**config.mk**
```make
export PLATFORM = sky130hd
export DESIGN_NAME = fpu_host_ctrl
export DESIGN_NICKNAME = d
export VERILOG_FILES = /design/src/rtl/fpu_host_ctrl.sv
export SDC_FILE = /design/constraint.sdc
export NUM_CORES = 1
export LEC_CHECK = 0
export ABC_AREA = 1
export BUFFER_PORTS_ARGS = -buffer_cell sky130_fd_sc_hd__buf_2
export CAP_MARGIN = 10
export CORE_ASPECT_RATIO = 0.5
export CORE_MARGIN = 3
export CORE_UTILIZATION = 38
export CTS_BUF_LIST = sky130_fd_sc_hd__clkbuf_4
export CTS_CLUSTER_DIAMETER = 80
export DETAILED_ROUTE_END_ITERATION = 12
export GPL_TIMING_DRIVEN = 0
export HOLD_SLACK_MARGIN = 0.08
export PLACE_DENSITY_LB_ADDON = 0.3
export SLEW_MARGIN = 20
export SYNTH_ARGS = -nofsm -noshare
export SYNTH_HDL_FRONTEND = slang
export SYNTH_SLANG_ARGS = --single-unit
```
**constraint.sdc**
```tcl
create_clock -name clk -period 1.8 [get_ports clk]
set_input_delay 0.36 -clock clk [delete_from_list [all_inputs] [get_ports clk]]
set_output_delay 0.36 -clock clk [all_outputs]
set_load 0.01 [all_outputs]
```
**src/rtl/fpu_host_ctrl.sv**
```systemverilog
// Byte-serial host front end for the 23-bit FPU: operand load,
// op issue with idle watchdog, result capture and readback.
module fpu_host_ctrl #(
  parameter int unsigned TIMEOUT = 63
) (
  input  logic        clk,
  input  logic        reset,
  input  logic        in_valid,
  input  logic [7:0]  in_data,
  output logic        in_ready,
  output logic        out_valid,
  output logic [7:0]  out_data,
  input  logic        out_ready,
  output logic        fpu_add,
  output logic        fpu_sub,
  output logic        fpu_mul,
  output logic        reg1_s,
  output logic [6:0]  reg1_e,
  output logic [14:0] reg1_m,
  output logic        reg2_s,
  output logic [6:0]  reg2_e,
  output logic [14:0] reg2_m,
  input  logic        res_s,
  input  logic [6:0]  res_e,
  input  logic [14:0] res_m,
  input  logic        zero_flag,
  input  logic        overflow_flag,
  input  logic        underflow_flag,
  input  logic        fpu_idle,
  output logic        busy
);

  localparam logic [5:0]  TMO      = 6'(TIMEOUT);
  localparam logic [22:0] ZERO_ENC = 23'h204000;

  typedef enum logic [2:0] {
    S_IDLE, S_LOAD, S_ISSUE, S_WLAT,
    S_WDONE, S_CAPT, S_SEND
  } state_t;

  state_t      state_q, state_d;
  logic [1:0]  bcnt_q, bcnt_d;
  logic        lat_q, lat_d;
  logic [5:0]  wdog_q, wdog_d;
  logic        live_q, selb_q;
  logic [15:0] sh_q;
  logic [22:0] a_q, b_q, r_q;
  logic        add_q, sub_q, mul_q;
  logic        err_q, tmo_q;
  logic        zf_q, of_q, uf_q;

  logic [3:0]  op;
  logic        hs_in, hs_out, go;
  logic        dec_ld, dec_ex, dec_rd;
  logic        dec_mv, dec_bad;
  logic [22:0] ld_val;
  logic        unused_bits;

  assign op          = in_data[7:4];
  assign unused_bits = in_data[0];
  assign in_ready    = live_q &
    (state_q == S_IDLE || state_q == S_LOAD);
  assign out_valid   = (state_q == S_SEND);
  assign busy        = (state_q != S_IDLE);
  assign hs_in       = in_valid & in_ready;
  assign hs_out      = out_valid & out_ready;
  assign go          = (state_q == S_IDLE) & hs_in;
  assign ld_val      = {sh_q, in_data[7:1]};

  assign fpu_add = add_q;
  assign fpu_sub = sub_q;
  assign fpu_mul = mul_q;
  assign {reg1_s, reg1_e, reg1_m} = a_q;
  assign {reg2_s, reg2_e, reg2_m} = b_q;

  always_comb begin
    dec_ld  = 1'b0;
    dec_ex  = 1'b0;
    dec_rd  = 1'b0;
    dec_mv  = 1'b0;
    dec_bad = 1'b0;
    unique case (1'b1)
      (op == 4'h1), (op == 4'h2): dec_ld = 1'b1;
      (op == 4'h3), (op == 4'h4),
      (op == 4'h5):               dec_ex = 1'b1;
      (op == 4'h6):               dec_rd = 1'b1;
      (op == 4'h7):               dec_mv = 1'b1;
      default:                    dec_bad = 1'b1;
    endcase
  end

  always_comb begin
    state_d = state_q;
    bcnt_d  = bcnt_q;
    lat_d   = lat_q;
    wdog_d  = wdog_q;
    unique case (state_q)
      S_IDLE: begin
        if (hs_in && dec_ld) begin
          state_d = S_LOAD;
          bcnt_d  = 2'd0;
        end else if (hs_in && dec_ex) begin
          state_d = S_ISSUE;
        end else if (hs_in && dec_rd) begin
          state_d = S_SEND;
          bcnt_d  = 2'd0;
        end
      end
      S_LOAD: begin
        if (hs_in) begin
          if (bcnt_q == 2'd2) state_d = S_IDLE;
          else bcnt_d = bcnt_q + 2'd1;
        end
      end
      S_ISSUE: begin
        state_d = S_WLAT;
        lat_d   = 1'b0;
      end
      // fpu_idle is stale until the FPU has left idle
      S_WLAT: begin
        lat_d = 1'b1;
        if (lat_q) begin
          state_d = S_WDONE;
          wdog_d  = 6'd0;
        end
      end
      S_WDONE: begin
        if (fpu_idle) state_d = S_CAPT;
        else if (wdog_q == TMO) state_d = S_IDLE;
        else wdog_d = wdog_q + 6'd1;
      end
      S_CAPT: state_d = S_IDLE;
      S_SEND: begin
        if (hs_out) begin
          if (bcnt_q == 2'd3) state_d = S_IDLE;
          else bcnt_d = bcnt_q + 2'd1;
        end
      end
      default: state_d = S_IDLE;
    endcase
  end

  always_comb begin
    out_data = 8'h00;
    if (out_valid) begin
      unique case (bcnt_q)
        2'd0: out_data = {1'b0, err_q, tmo_q, 2'b00,
                          zf_q, of_q, uf_q};
        2'd1: out_data = r_q[22:15];
        2'd2: out_data = r_q[14:7];
        2'd3: out_data = {r_q[6:0], 1'b0};
      endcase
    end
  end

  always_ff @(posedge clk) begin
    if (reset) begin
      state_q <= S_IDLE;
      bcnt_q  <= 2'd0;
      lat_q   <= 1'b0;
      wdog_q  <= 6'd0;
      live_q  <= 1'b0;
      selb_q  <= 1'b0;
      sh_q    <= 16'h0;
      a_q     <= ZERO_ENC;
      b_q     <= ZERO_ENC;
      r_q     <= ZERO_ENC;
      add_q   <= 1'b0;
      sub_q   <= 1'b0;
      mul_q   <= 1'b0;
      err_q   <= 1'b0;
      tmo_q   <= 1'b0;
      zf_q    <= 1'b0;
      of_q    <= 1'b0;
      uf_q    <= 1'b0;
    end else begin
      state_q <= state_d;
      bcnt_q  <= bcnt_d;
      lat_q   <= lat_d;
      wdog_q  <= wdog_d;
      live_q  <= 1'b1;
      add_q   <= go & (op == 4'h3);
      sub_q   <= go & (op == 4'h4);
      mul_q   <= go & (op == 4'h5);
      if (go && dec_ld) selb_q <= op[1];
      if (go && dec_mv) a_q <= r_q;
      if (go && dec_bad) err_q <= 1'b1;
      // operands commit whole, never byte by byte
      if (state_q == S_LOAD && hs_in) begin
        case (bcnt_q)
          2'd0:    sh_q[15:8] <= in_data;
          2'd1:    sh_q[7:0]  <= in_data;
          default: begin
            if (selb_q) b_q <= ld_val;
            else a_q <= ld_val;
          end
        endcase
      end
      if (state_q == S_WDONE && !fpu_idle && wdog_q == TMO)
        tmo_q <= 1'b1;
      if (state_q == S_CAPT) begin
        r_q  <= {res_s, res_e, res_m};
        zf_q <= zero_flag;
        of_q <= overflow_flag;
        uf_q <= underflow_flag;
      end
      if (hs_out && bcnt_q == 2'd0) begin
        err_q <= 1'b0;
        tmo_q <= 1'b0;
      end
    end
  end

endmodule

```
* Word level (Yosys, flattened, before mapping)
Index checks and enable logic that the tools add are counted.
** Storage, ports and cells
- Flip-flop bits (word level) :: 107
- Bits in latches :: 0
- RAM bits :: 0
- Memory bits (read-only) :: 0
- Input port bits :: 39
- Output and inout bits :: 60
- Word-level logic and storage cells :: 124
- Memories kept :: 0
** Operators by class
- Add/subtract/negate cells :: 2
- Multiply operators :: 0
- Divide/modulo/power cells :: 0
- $lt $le $gt $ge :: 0
- Equality and inequality tests :: 30
- Shifts and indexed selects :: 0
- Muxes and demuxes :: 36
- Bitwise gates (word level) :: 8
- Reductions and logical operators :: 29
** Operator list (count)
- 23-bit two-way mux :: 4
- 8-bit case mux with 4 select lines :: 1
- 3-bit two-way mux :: 10
- 6-bit two-way mux :: 3
- 3-bit case mux with 6 select lines :: 1
- 4-bit by 3-bit == test with 1-bit output (second input constant) :: 4
- 2-bit two-way mux :: 7
- 7-bit AND reduction :: 2
- 2-bit != test (second input constant) :: 6
- 6-bit case mux with 2 select lines :: 1
- 1-bit logical AND :: 10
- 3-bit == test (second input constant) :: 3
- 4-bit by 2-bit == test with 1-bit output (second input constant) :: 2
- 8-bit two-way mux :: 1
- 1-bit bitwise AND :: 7
- 7-bit OR reduction :: 1
- 6-bit by 1-bit adder with 6-bit output (second input constant) :: 1
- 3-bit by 2-bit == test with 1-bit output (second input constant) :: 2
- 6-bit == test (second input constant) :: 1
- 1-bit two-way mux :: 6
- 2-bit by 1-bit != test with 1-bit output (second input constant) :: 3
- 3-bit != test (second input constant) :: 2
- 2-bit case mux with 3 select lines :: 1
- 3-bit nonzero test :: 2
- other kinds (19) :: 24

* Logic depth before layout (Yosys ltp)
Gate-level depths: netlist of run 1.
- Word-level depth :: 10
- Gate-level depth with buffers :: 11

* Worst setup path before layout of run 1
Ideal clock, no wire load.
- Kind :: reg-to-reg
- Start point :: register bcnt_q[0]
- End point :: register b_q[13]
- Library setup time :: 0.116 ns
- Data arrival time :: 1.493 ns
- Setup slack :: 0.191 ns
- Stages on the path, launching flop included :: 10
- Buffers on the path :: 3
- Cells stage by stage :: dfxtp_1 > inv_1 > ha_1 > clkbuf_1 > nor2_1 > nand3_1 > clkbuf_2 > buf_6 > o21ai_0 > nor2_1
** Between the ends
- Cells in the longest elaborated chain, start to end :: 4
- Elaborated cells between the ends (all ways) :: 5
- Classes of those cells :: eq/ne (1); bitwise (1); reduce/logical (3)
** Ends and longest elaborated chain
- start: declaration :: line 42 : logic [1:0] bcnt_q, bcnt_d;
- start signal: assignment :: line 178 : bcnt_q <= bcnt_d;
- 2-bit by 1-bit == test with 1-bit output / 2-bit logical NOT (equally long branches) :: line 190 : case (bcnt_q)
- 2-bit OR reduction (no line) (*)
- 1-bit NOT (no line) (*)
- 3-bit AND reduction (no line) (*)
- end signal: assignment :: line 194 : if (selb_q) b_q <= ld_val;
- end: declaration :: line 47 : logic [22:0] a_q, b_q, r_q;
Mark *: on every way between the ends. The rest lies on a longest branch, timed or not.
A chain may end at the register's enable or synchronous reset.

* Worst setup path in the final report of run 1
- Start point :: register bcnt_q[1]
- End point :: output out_data[7]
** Between the ends
- Cells in the longest elaborated chain, start to end :: 3
- Elaborated cells between the ends (all ways) :: 6
- Classes of those cells :: eq/ne (3); mux (2); reduce/logical (1)
** Ends and longest elaborated chain
- 2-bit == test (tied with other cells) :: line 146 : unique case (bcnt_q)
- 8-bit case mux with 4 select lines (*) :: line 146
- 8-bit two-way mux (*) :: line 145 : if (out_valid) begin
- end: declaration :: line 12 : output logic [7:0] out_data,
Marks and branches as above.

==> run_results.csv, run 1 <==
group,metric,value,unit
power_and_ir_drop,fin_total_pwr,0.00583,W
placed_design,io_buffer_count,97,
min_path,min_from,"zero_flag",
clock_network,ctsHtreeMaxLevel,3,
grt,grt_pass1_vias,4335,
power_and_ir_drop,ir_worst_vdd,0.376,mV
final_layout,final_util,51.4,%
setup_path,path_buf_inv,3,
min_path,hold_end,"zf_q",
sta,timing.final.hold_violations,0,
placed_design,dp_hpwl,10400,um
final_layout,layout_common_cells,"o21ai_0, dfxtp_1, buf_2, nand2_1, nor2_1",
sta,fin_crit,2120,ps
sta,setup_violations,11,
status,violations,"negative setup slack",
setup_path,crit_cells,7,
logic_synthesis,synth_cell_types,36,
final_layout,final_common_cell,"o21ai_0",
grt,grt_pass1_wl,22000,um
die,start_util,40.6,%
detailed_routing,drtIter0Drc,358,
die,die_h,84.2,um
logic_synthesis,syn_nets,675,
die,design.portCount,99,
die,core_area,11500,um2
flow_run,max_cap_violations,0,
min_path,hold_path.class,"primary input to register",
grt,grtUsageMet3,4.88,%
placed_design,gp_congestion,0.875,
grt,track_usage,20.3,%
final_layout,layout.nets,800,
setup_path,setup.worst_path.start_class,"register",
clock_network,numClockSinks,107,
sta,slew_headroom,60.6,%
detailed_routing,viasPerCell,4.99,
clock_network,clk_pin_slew,160,ps
logic_synthesis,yosysWarnings,0,
sta,fmaxAchievable,472,MHz
setup_path,worstRegToRegCells,8,
grt,grt.busiest_layer,"met2",
clock_network,clockBufferDepth,2,
detailed_routing,drc,0,
detailed_routing,wl_per_cell,15.2,um
setup_path,end_kind,"output pin",
setup_path,worst-setup-path-type,"register to output pin",
die,die_w,162,um
grt,antenna_found_initial,1,
setup_path,cpLargestDelayFamily,"flip-flops",
setup_path,path_max_fanout,5,
sta,tightest_slew,591,ps
grt,grt_use_met1,27.8,%
logic_synthesis,synth_top_flop_cell,"dfxtp_1",
setup_path,required,1440,ps
clock_network,numCtsBuffers,9,
setup_path,path_cells,"buf_6 -> ha_4 -> inv_4 -> o22ai_4 -> a21oi_2 -> nor2_1 -> buf_2",
grt,grt.overflow.total,0,
setup_path,crit-reg2reg-launch,"bcnt_q[1]",
grt,grt_max_degree,21,
detailed_routing,drtAntennaViolNets,0,
power_and_ir_drop,leakage,2.53,nW
logic_synthesis,syn_inst,631,
final_layout,areaGrowthSynthToFinish,26.6,%
sta,drv_slew,0,
sta,rsz0062_at_grt,"yes",
grt,grt_use_met2,32.2,%
detailed_routing,drtPass1Iterations,4,
logic_synthesis,async_flop_share,0,%
logic_synthesis,netlist_area,4650,um2
logic_synthesis,yosysSeqAreaShare,46.1,%
logic_synthesis,synth-edff-count,0,
logic_synthesis,syn_avg_cell_area,7.36,um2
clock_network,cts-root-buf,"clkbuf_4",
logic_synthesis,ys_seq_elements,107,
power_and_ir_drop,p_per_area,991,nW/um2
die,dieArea,13700,um2
detailed_routing,routed_wl,14000,um
sta,post-route-period-util,118,%
status,status,"complete, but fails checks",
setup_path,arrival,1760,ps
final_layout,layout-drive-gt1-share,26.7,%
min_path,min_path_cells,3,
clock_network,cts_tree,"done",
setup_path,worst_path_largest_cell_delay,410,ps
setup_path,rrSetupSlack,-10,ps
sta,clock_skew,25.6,ps
sta,fin_ws,-320,ps
clock_network,worstSkewPairLatency,490,ps
setup_path,cp-startpoint,"bcnt_q[1]",
final_layout,final.fill_count,1142,
setup_path,worstReg2RegEnd,"b_q[15]",
detailed_routing,vias,4594,
setup_path,crit_path_top_delay_cell,"dfxtp_4",
die,rows,27,
==> tightest hold or removal path: stages <==
cell	delay [ps]
buf_2	80
nor2_1	40
nor2_1	80
==> routing by layer <==
layer | vias to the layer above | part of all wire [%]
li1 | 2328 | -
met1 | 2168 | 48
met2 | 84 | 46
met3 | 14 | 4.8
met4 | 0 | 1.3
met5 | - | 0
==> worst max path at each step <==
stage / end / slack, ps
global route: out_data[7] / -370
global placement: out_data[5] / -150
floorplan: out_data[4] / 190
finish: out_data[7] / -320
detailed placement: b_q[8] / -170
CTS: out_data[7] / -280
==> cells by family (layout without fill, tap and decap cells) <==
family	count (synthesis)	in the layout	share of synthesized area, %
other	0	1	0
buffers and inverters	95	225	9.34
xor gates and xnor gates	3	3	0.566
adders and majority gates	5	5	1.35
DFF	107	107	46.1
AOI/OAI and AO/OA	202	202	22.3
and+or+nand+nor	219	219	20.4
==> layout make-up <==
type	count	area (um2)	share of cell area (%)
antenna	1	2.50	0.0425
clock inverter	7	68.8	1.17
multi-input combinational	429	2250	38.2
buffer	32	228	3.87
sequential	107	2160	36.6
clock buffer	9	67.6	1.15
inverter	59	233	3.96
tap	159	199	3.38
timing repair buffer	118	681	11.6
==> state kept, by name, summed over array words and instances (netlist names) <==
register	cells
a_q	23
b_q	23
bcnt_q	2
err_q	1
fpu_add	1
fpu_mul	1
fpu_sub	1
lat_q	1
live_q	1
of_q	1
r_q	23
selb_q	1
sh_q	16
state_q	3
tmo_q	1
uf_q	1
wdog_q	6
zf_q	1
==> power by group <==
group | leakage [nW] | internal (W) | switching [W]
Combinational | 1.58 | 0.000761 | 0.00116
Sequential | 0.868 | 0.00255 | 0.000140
Clock | 0.0747 | 0.000321 | 0.000894
Total | 2.53 | 0.00364 | 0.00220
==> Yosys cell counts (3+ instances only) <==
master,n,area share (%)
nor3_1,4,0.43
nand4_1,3,0.40
ha_1,5,1.3
a21oi_1,76,8.2
nor2_1,83,6.7
a31oi_1,5,0.67
dfxtp_1,107,46
clkbuf_1,16,1.3
buf_4,5,0.81
nand2_1,97,7.8
buf_6,5,1.2
buf_2,7,0.75
inv_1,55,4.4
nand3_1,22,2.4
inv_2,3,0.24
o21ai_0,112,12
==> stage by stage <==
step | setup TNS (ps) | hold slack, ps | area, um2 | setup WS [ps] | instances
2_1_floorplan | 0 | 426 | 4650 | 191 | 631
3_3_place_gp | -4150 | 441 | 5330 | -146 | 887
6_report | -2050 | 112 | 5880 | -320 | 921
4_1_cts | -2190 | 100 | 5740 | -280 | 912
5_1_grt | -2850 | 105 | 5880 | -370 | 921
3_5_place_dp | -5730 | 445 | 5330 | -172 | 887
==> repair_timing <==
action	CTS	global route
buffers inserted	9	8
gates resized for setup	57	29
setup endpoints to repair	57	62
hold buffers	2	0
pin swaps	9	12
endpoints found under the hold margin	2	0
gates cloned	1	1
(Power assumes the default switching activity.)
==> run 2: changes to the inputs <==
--- a/config.mk
+++ b/config.mk
@@ -5,7 +5,6 @@
 export SDC_FILE = /design/constraint.sdc
 export NUM_CORES = 1
 export LEC_CHECK = 0
-export ABC_AREA = 1
 export BUFFER_PORTS_ARGS = -buffer_cell sky130_fd_sc_hd__buf_2
 export CAP_MARGIN = 10
 export CORE_ASPECT_RATIO = 0.5
@@ -17,6 +16,7 @@
 export GPL_TIMING_DRIVEN = 0
 export HOLD_SLACK_MARGIN = 0.08
 export PLACE_DENSITY_LB_ADDON = 0.3
+export RECOVER_POWER = 25
 export SLEW_MARGIN = 20
 export SYNTH_ARGS = -nofsm -noshare
 export SYNTH_HDL_FRONTEND = slang
==> run_results.csv, run 2 <==
group,metric,value,unit
status,status,"complete, but fails checks",
status,violations,"negative setup slack",
logic_synthesis,syn_avg_cell_area,7.90,um2
clock_network,numClockSinks,107,
logic_synthesis,synth_cell_types,45,
final_layout,areaGrowthSynthToFinish,36.4,%
grt,grt.overflow.total,0,
clock_network,clk_pin_slew,160,ps
die,design.portCount,99,
sta,tightest_slew,651,ps
sta,clock_skew,11.7,ps
detailed_routing,wl_per_cell,17.0,um
clock_network,cts_tree,"done",
die,start_util,40.0,%
clock_network,worstSkewPairLatency,480,ps
clock_network,cts-root-buf,"clkbuf_4",
logic_synthesis,synth_top_flop_cell,"dfxtp_1",
setup_path,cp-startpoint,"bcnt_q[1]",
sta,post-route-period-util,127,%
final_layout,n_antenna_cell,0,
logic_synthesis,yosysTopAreaCellShare,47.4,%
setup_path,end_kind,"output pin",
logic_synthesis,syn_inst,572,
logic_synthesis,yosysSeqAreaShare,47.4,%
min_path,hold_path.class,"primary input to register",
setup_path,critical_path.endpoint,"out_data[3]",
die,die_w,160,um
final_layout,final_common_cell,"nand2_1",
final_layout,largest_registers,"a_q (23), b_q (23), r_q (23)",
sta,fin_setup_tns,-4140,ps
setup_path,path_max_fanout,6,
logic_synthesis,syn_nets,616,
setup_path,crit-reg2reg-launch,"state_q[0]",
sta,drv_slew,0,
detailed_routing,drtPass1Iterations,6,
power_and_ir_drop,ir_worst_vdd,0.329,mV
setup_path,setup.worst_path.start_class,"register",
grt,grt_pass1_vias,4386,
die,rows,27,
grt,track_usage,21.7,%
final_layout,layout-drive-gt1-share,30.1,%
clock_network,clockBufferDepth,2,
die,core_area,11300,um2
flow_run,max_cap_violations,0,
setup_path,rrSetupSlack,-50,ps
setup_path,worst-setup-path-type,"register to output pin",
logic_synthesis,yosysWarnings,0,
placed_design,gp_congestion,0.906,
final_layout,final.fill_count,1078,
logic_synthesis,ys_seq_elements,107,
logic_synthesis,yosysMostFrequentCell,"nand2_1",
clock_network,ctsHtreeMaxLevel,3,
sta,timing.final.hold_violations,0,
setup_path,worstReg2RegEnd,"bcnt_q[1]",
detailed_routing,drtIter0Drc,573,
sta,setup_violations,27,
power_and_ir_drop,leakage,2.33,nW
setup_path,worstRegToRegCells,10,
logic_synthesis,ys_top_cells_by_area,"dfxtp_1, nand2_1, a21oi_1, a31oi_1, o21ai_0",
grt,grt_max_degree,19,
logic_synthesis,netlist_area,4520,um2
final_layout,final_cells,879,
placed_design,dp_hpwl,10400,um
grt,grt_pass1_wl,23000,um
logic_synthesis,synth-edff-count,0,
die,die_h,83.1,um
detailed_routing,drtAntennaViolNets,0,
logic_synthesis,synth_top_cell_by_area,"dfxtp_1",
final_layout,layout.nets,759,
sta,fin_crit,2290,ps
die,dieArea,13300,um2
setup_path,arrival,1930,ps
sta,rsz0062_at_grt,"yes",
setup_path,required,1440,ps
placed_design,io_buffer_count,97,
logic_synthesis,synthTopCellsByCount,"nand2_1, dfxtp_1, a21oi_1",
detailed_routing,viasPerCell,5.36,
sta,fmaxAchievable,438,MHz
sta,slew_headroom,56.6,%
detailed_routing,drc,0,
sta,fin_ws,-485,ps
logic_synthesis,async_flop_share,0,%
clock_network,numCtsBuffers,9,
detailed_routing,routed_wl,15000,um
grt,antenna_found_initial,0,
placed_design,place_inst,828,
final_layout,layout_common_cells,"nand2_1, dfxtp_1, buf_2, a21oi_1, clkbuf_1",
power_and_ir_drop,p_per_area,925,nW/um2
detailed_routing,vias,4709,
[run 2: cell types whose count changed in the layout (fill, tap and decap cells not counted), sizes merged, moves of 13 or more]
cell,before,now
inv,61,10
a31oi,5,24
buf,131,118
nand2,97,166
nor2,87,33
o21ai,114,26
clkbuf,26,62
[run 2: metrics by stage]
stage               setup slack [ps]  hold slack (ps)  total power [W]  instance area (um2)  util, %
floorplan                       13.9              436          0.00327                 4520        -
global placement                -402              439          0.00356                 5200     46.1
detailed placement              -431              447          0.00358                 5200     46.1
CTS                             -485             81.0          0.00533                 5780     51.2
global route                    -556             88.7          0.00592                 6160     54.6
finish                          -485             94.8          0.00570                 6160     54.6
[run 2: critical path: stages, from the launching register on]
cell and delay (ps):
dfxtp_4 390, inv_2 50, ha_4 180, clkbuf_16 150, a222oi_1 440, nor3_4 70, buf_2 160
[run 2: worst min path at each step]
stage	slack, ps	startpoint	to	depth (start not counted)
final	90	res_m[1]	r_q[1]	3
after floorplan	440	lat_q	lat_q	2
after global routing	90	res_e[3]	r_q[18]	3
after global placement	440	b_q[2]	b_q[2]	2
after CTS	80	res_m[10]	r_q[10]	3
after detailed placement	450	b_q[3]	b_q[3]	2
[run 2: timing repair]
item	in CTS	in global routing
endpoints found under the setup margin	94	99
endpoints found under the hold margin	5	1
gates cloned	0	2
buffers inserted	19	14
pin swaps	9	54
resized for setup	66	94
hold buffers	5	1
[run 2: where the power goes]
part	switching, W	total [W]	leakage [nW]	internal [W]
combinational	0.000857	0.00171	1.37	0.000851
sequential	0.0000956	0.00257	0.866	0.00247
clock	0.000849	0.00143	0.0922	0.000577
[run 2: cell type report]
| class | instances | area (um2) | area share (%) |
|---|---|---|---|
| plain buffers | 40 | 315 | 5.11 |
| clock buffers | 9 | 67.6 | 1.10 |
| clock inverters | 7 | 98.8 | 1.60 |
| inverters | 8 | 32.5 | 0.528 |
| multi-input cells | 412 | 2440 | 39.6 |
| flip-flops and latches | 107 | 2150 | 35.0 |
| well taps | 159 | 199 | 3.23 |
| repair buffers | 137 | 857 | 13.9 |
[run 2: kinds of logic (layout without fill, tap and decap cells)]
logic type      after synthesis  count (layout)  share of synthesized area, %
compound gates              139             139                          18.5
xor+xnor                      5               5                         0.969
fa+ha+maj                     5               5                          1.38
buf+inv                      53             201                          4.79
flops                       107             107                          47.4
mux                          12              12                          2.66
simple gates                251             251                          24.3
[run 2: layer usage]
metal	vias up	global-route usage (%)	wire length, um
met3	23	5.58	1290
met2	225	32.5	6490
met5	-	0	0
met4	0	5.04	163
met1	2210	31.3	7050
li1	2251	-	-
==> run 3: changes to the inputs <==
==> constraint.sdc (replaced) <==
create_clock -name clk -period 2 [get_ports clk]
set_input_delay 0.1 -clock clk [delete_from_list [all_inputs] [get_ports clk]]
set_output_delay 0.1 -clock clk [all_outputs]
set_load 0.01 [all_outputs]
==> run_results.csv, run 3 (synthesis gave the netlist of run 2 again) <==
group,metric,value,unit
detailed_routing,wl_per_cell,16.4,um
detailed_routing,drtIter0Drc,536,
final_layout,layout.nets,762,
sta,fin_crit,2000,ps
power_and_ir_drop,p_per_area,790,nW/um2
sta,post-route-period-util,100,%
clock_network,clk_pin_slew,170,ps
setup_path,required,1900,ps
detailed_routing,viasPerCell,5.25,
grt,grt_max_degree,19,
sta,clock_skew,14.8,ps
final_layout,final_common_cell,"nand2_1",
sta,drv_slew,0,
grt,grt_pass1_vias,4344,
final_layout,areaGrowthSynthToFinish,30.4,%
clock_network,ctsHtreeMaxLevel,3,
die,dieArea,13300,um2
clock_network,cts-root-buf,"clkbuf_4",
setup_path,path_max_fanout,9,
clock_network,cts_tree,"done",
detailed_routing,routed_wl,14500,um
sta,fin_ws,-2.29,ps
final_layout,largest_registers,"a_q (23), b_q (23), r_q (23)",
setup_path,worstRegToRegCells,8,
die,core_area,11300,um2
power_and_ir_drop,fin_total_pwr,0.00465,W
setup_path,end_kind,"output pin",
status,status,"complete, but fails checks",
die,start_util,40.0,%
die,design.portCount,99,
final_layout,layout-drive-gt1-share,17.7,%
placed_design,gp_congestion,0.906,
die,die_w,160,um
sta,slew_headroom,56.3,%
detailed_routing,drtAntennaViolNets,0,
clock_network,numClockSinks,107,
grt,grt_pass1_wl,22900,um
grt,antenna_found_initial,1,
placed_design,dp_hpwl,10400,um
final_layout,final_util,52.2,%
sta,fin_setup_tns,-2.29,ps
grt,grt.overflow.total,0,
sta,whs,136,ps
detailed_routing,vias,4635,
setup_path,setup.worst_path.start_class,"register",
sta,tightest_slew,655,ps
placed_design,io_buffer_count,97,
clock_network,clockBufferDepth,2,
sta,fmaxAchievable,499,MHz
status,violations,"negative setup slack",
clock_network,numCtsBuffers,9,
final_layout,layout_common_cells,"nand2_1, dfxtp_1, buf_2, a21oi_1, clkbuf_1",
sta,rsz0062_at_grt,"yes",
final_layout,final.fill_count,1170,
setup_path,arrival,1900,ps
detailed_routing,drtPass1Iterations,7,
die,die_h,83.1,um
sta,setup_violations,1,
detailed_routing,drc,0,
sta,timing.final.hold_violations,0,
power_and_ir_drop,leakage,2.20,nW
grt,track_usage,21.5,%
die,rows,27,
power_and_ir_drop,ir_worst_vdd,0.280,mV
setup_path,worst-setup-path-type,"register to output pin",
min_path,hold_path.class,"primary input to register",
min_path,min_path_cells,4,
clock_network,worstSkewPairLatency,480,ps
flow_run,max_cap_violations,0,
placed_design,dpl_worst_slack,-16.5,ps
run 3: through the flow:
step           area, um2  instances
5_1_grt             5890        883
3_5_place_dp        5200        828
4_1_cts             5890        882
6_report            5890        883
2_1_floorplan       4520        572
3_3_place_gp        5200        828
run 3: worst max-delay path: stages (launching register included):
cell	delay, ps
dfxtp_4	400
ha_2	250
a222oi_1	550
nor3_4	70
buf_2	160
run 3: path summary, 6_finish.rpt:
path                                 start          end  slack [ps]
worst max-delay path             bcnt_q[0]  out_data[3]          -2
worst min-delay path            in_data[5]       b_q[4]         140
worst max register to register   bcnt_q[1]       a_q[9]          90
worst min register to register      b_q[3]       b_q[3]         470
run 3: power by group:
| group | internal, W | switching [W] | leakage, nW |
|---|---|---|---|
| combinational | 0.000456 | 0.000623 | 1.24 |
| clock | 0.000519 | 0.000754 | 0.0922 |
| sequential | 0.00222 | 0.0000815 | 0.865 |
| total | 0.00319 | 0.00146 | 2.20 |
run 3: area by class of cell:
class | count | area (um2) | area share, %
Multi-Input combinational cell | 412 | 2240 | 38.0
Sequential cell | 107 | 2150 | 36.5
Clock inverter | 7 | 98.8 | 1.68
Tap cell | 159 | 199 | 3.38
Clock buffer | 9 | 67.6 | 1.15
Inverter | 8 | 32.5 | 0.552
Antenna cell | 1 | 2.50 | 0.0425
Buffer | 40 | 234 | 3.97
Timing Repair Buffer | 140 | 866 | 14.7
run 3: repair_timing:
item                                   4_1_cts  5_1_grt
pin swaps                                    2        6
resized for setup                           31       19
buffers inserted                             4        3
setup endpoints to repair                   11       77
hold buffers                                36        0
endpoints found under the hold margin       48        0
run 3: metal layers:
layer | routed length [um] | global-route usage (%)
met3 | 1270 | 4.53
met4 | 113 | 4.02
met2 | 6250 | 32.7
met5 | 0 | 0
met1 | 6860 | 31.7
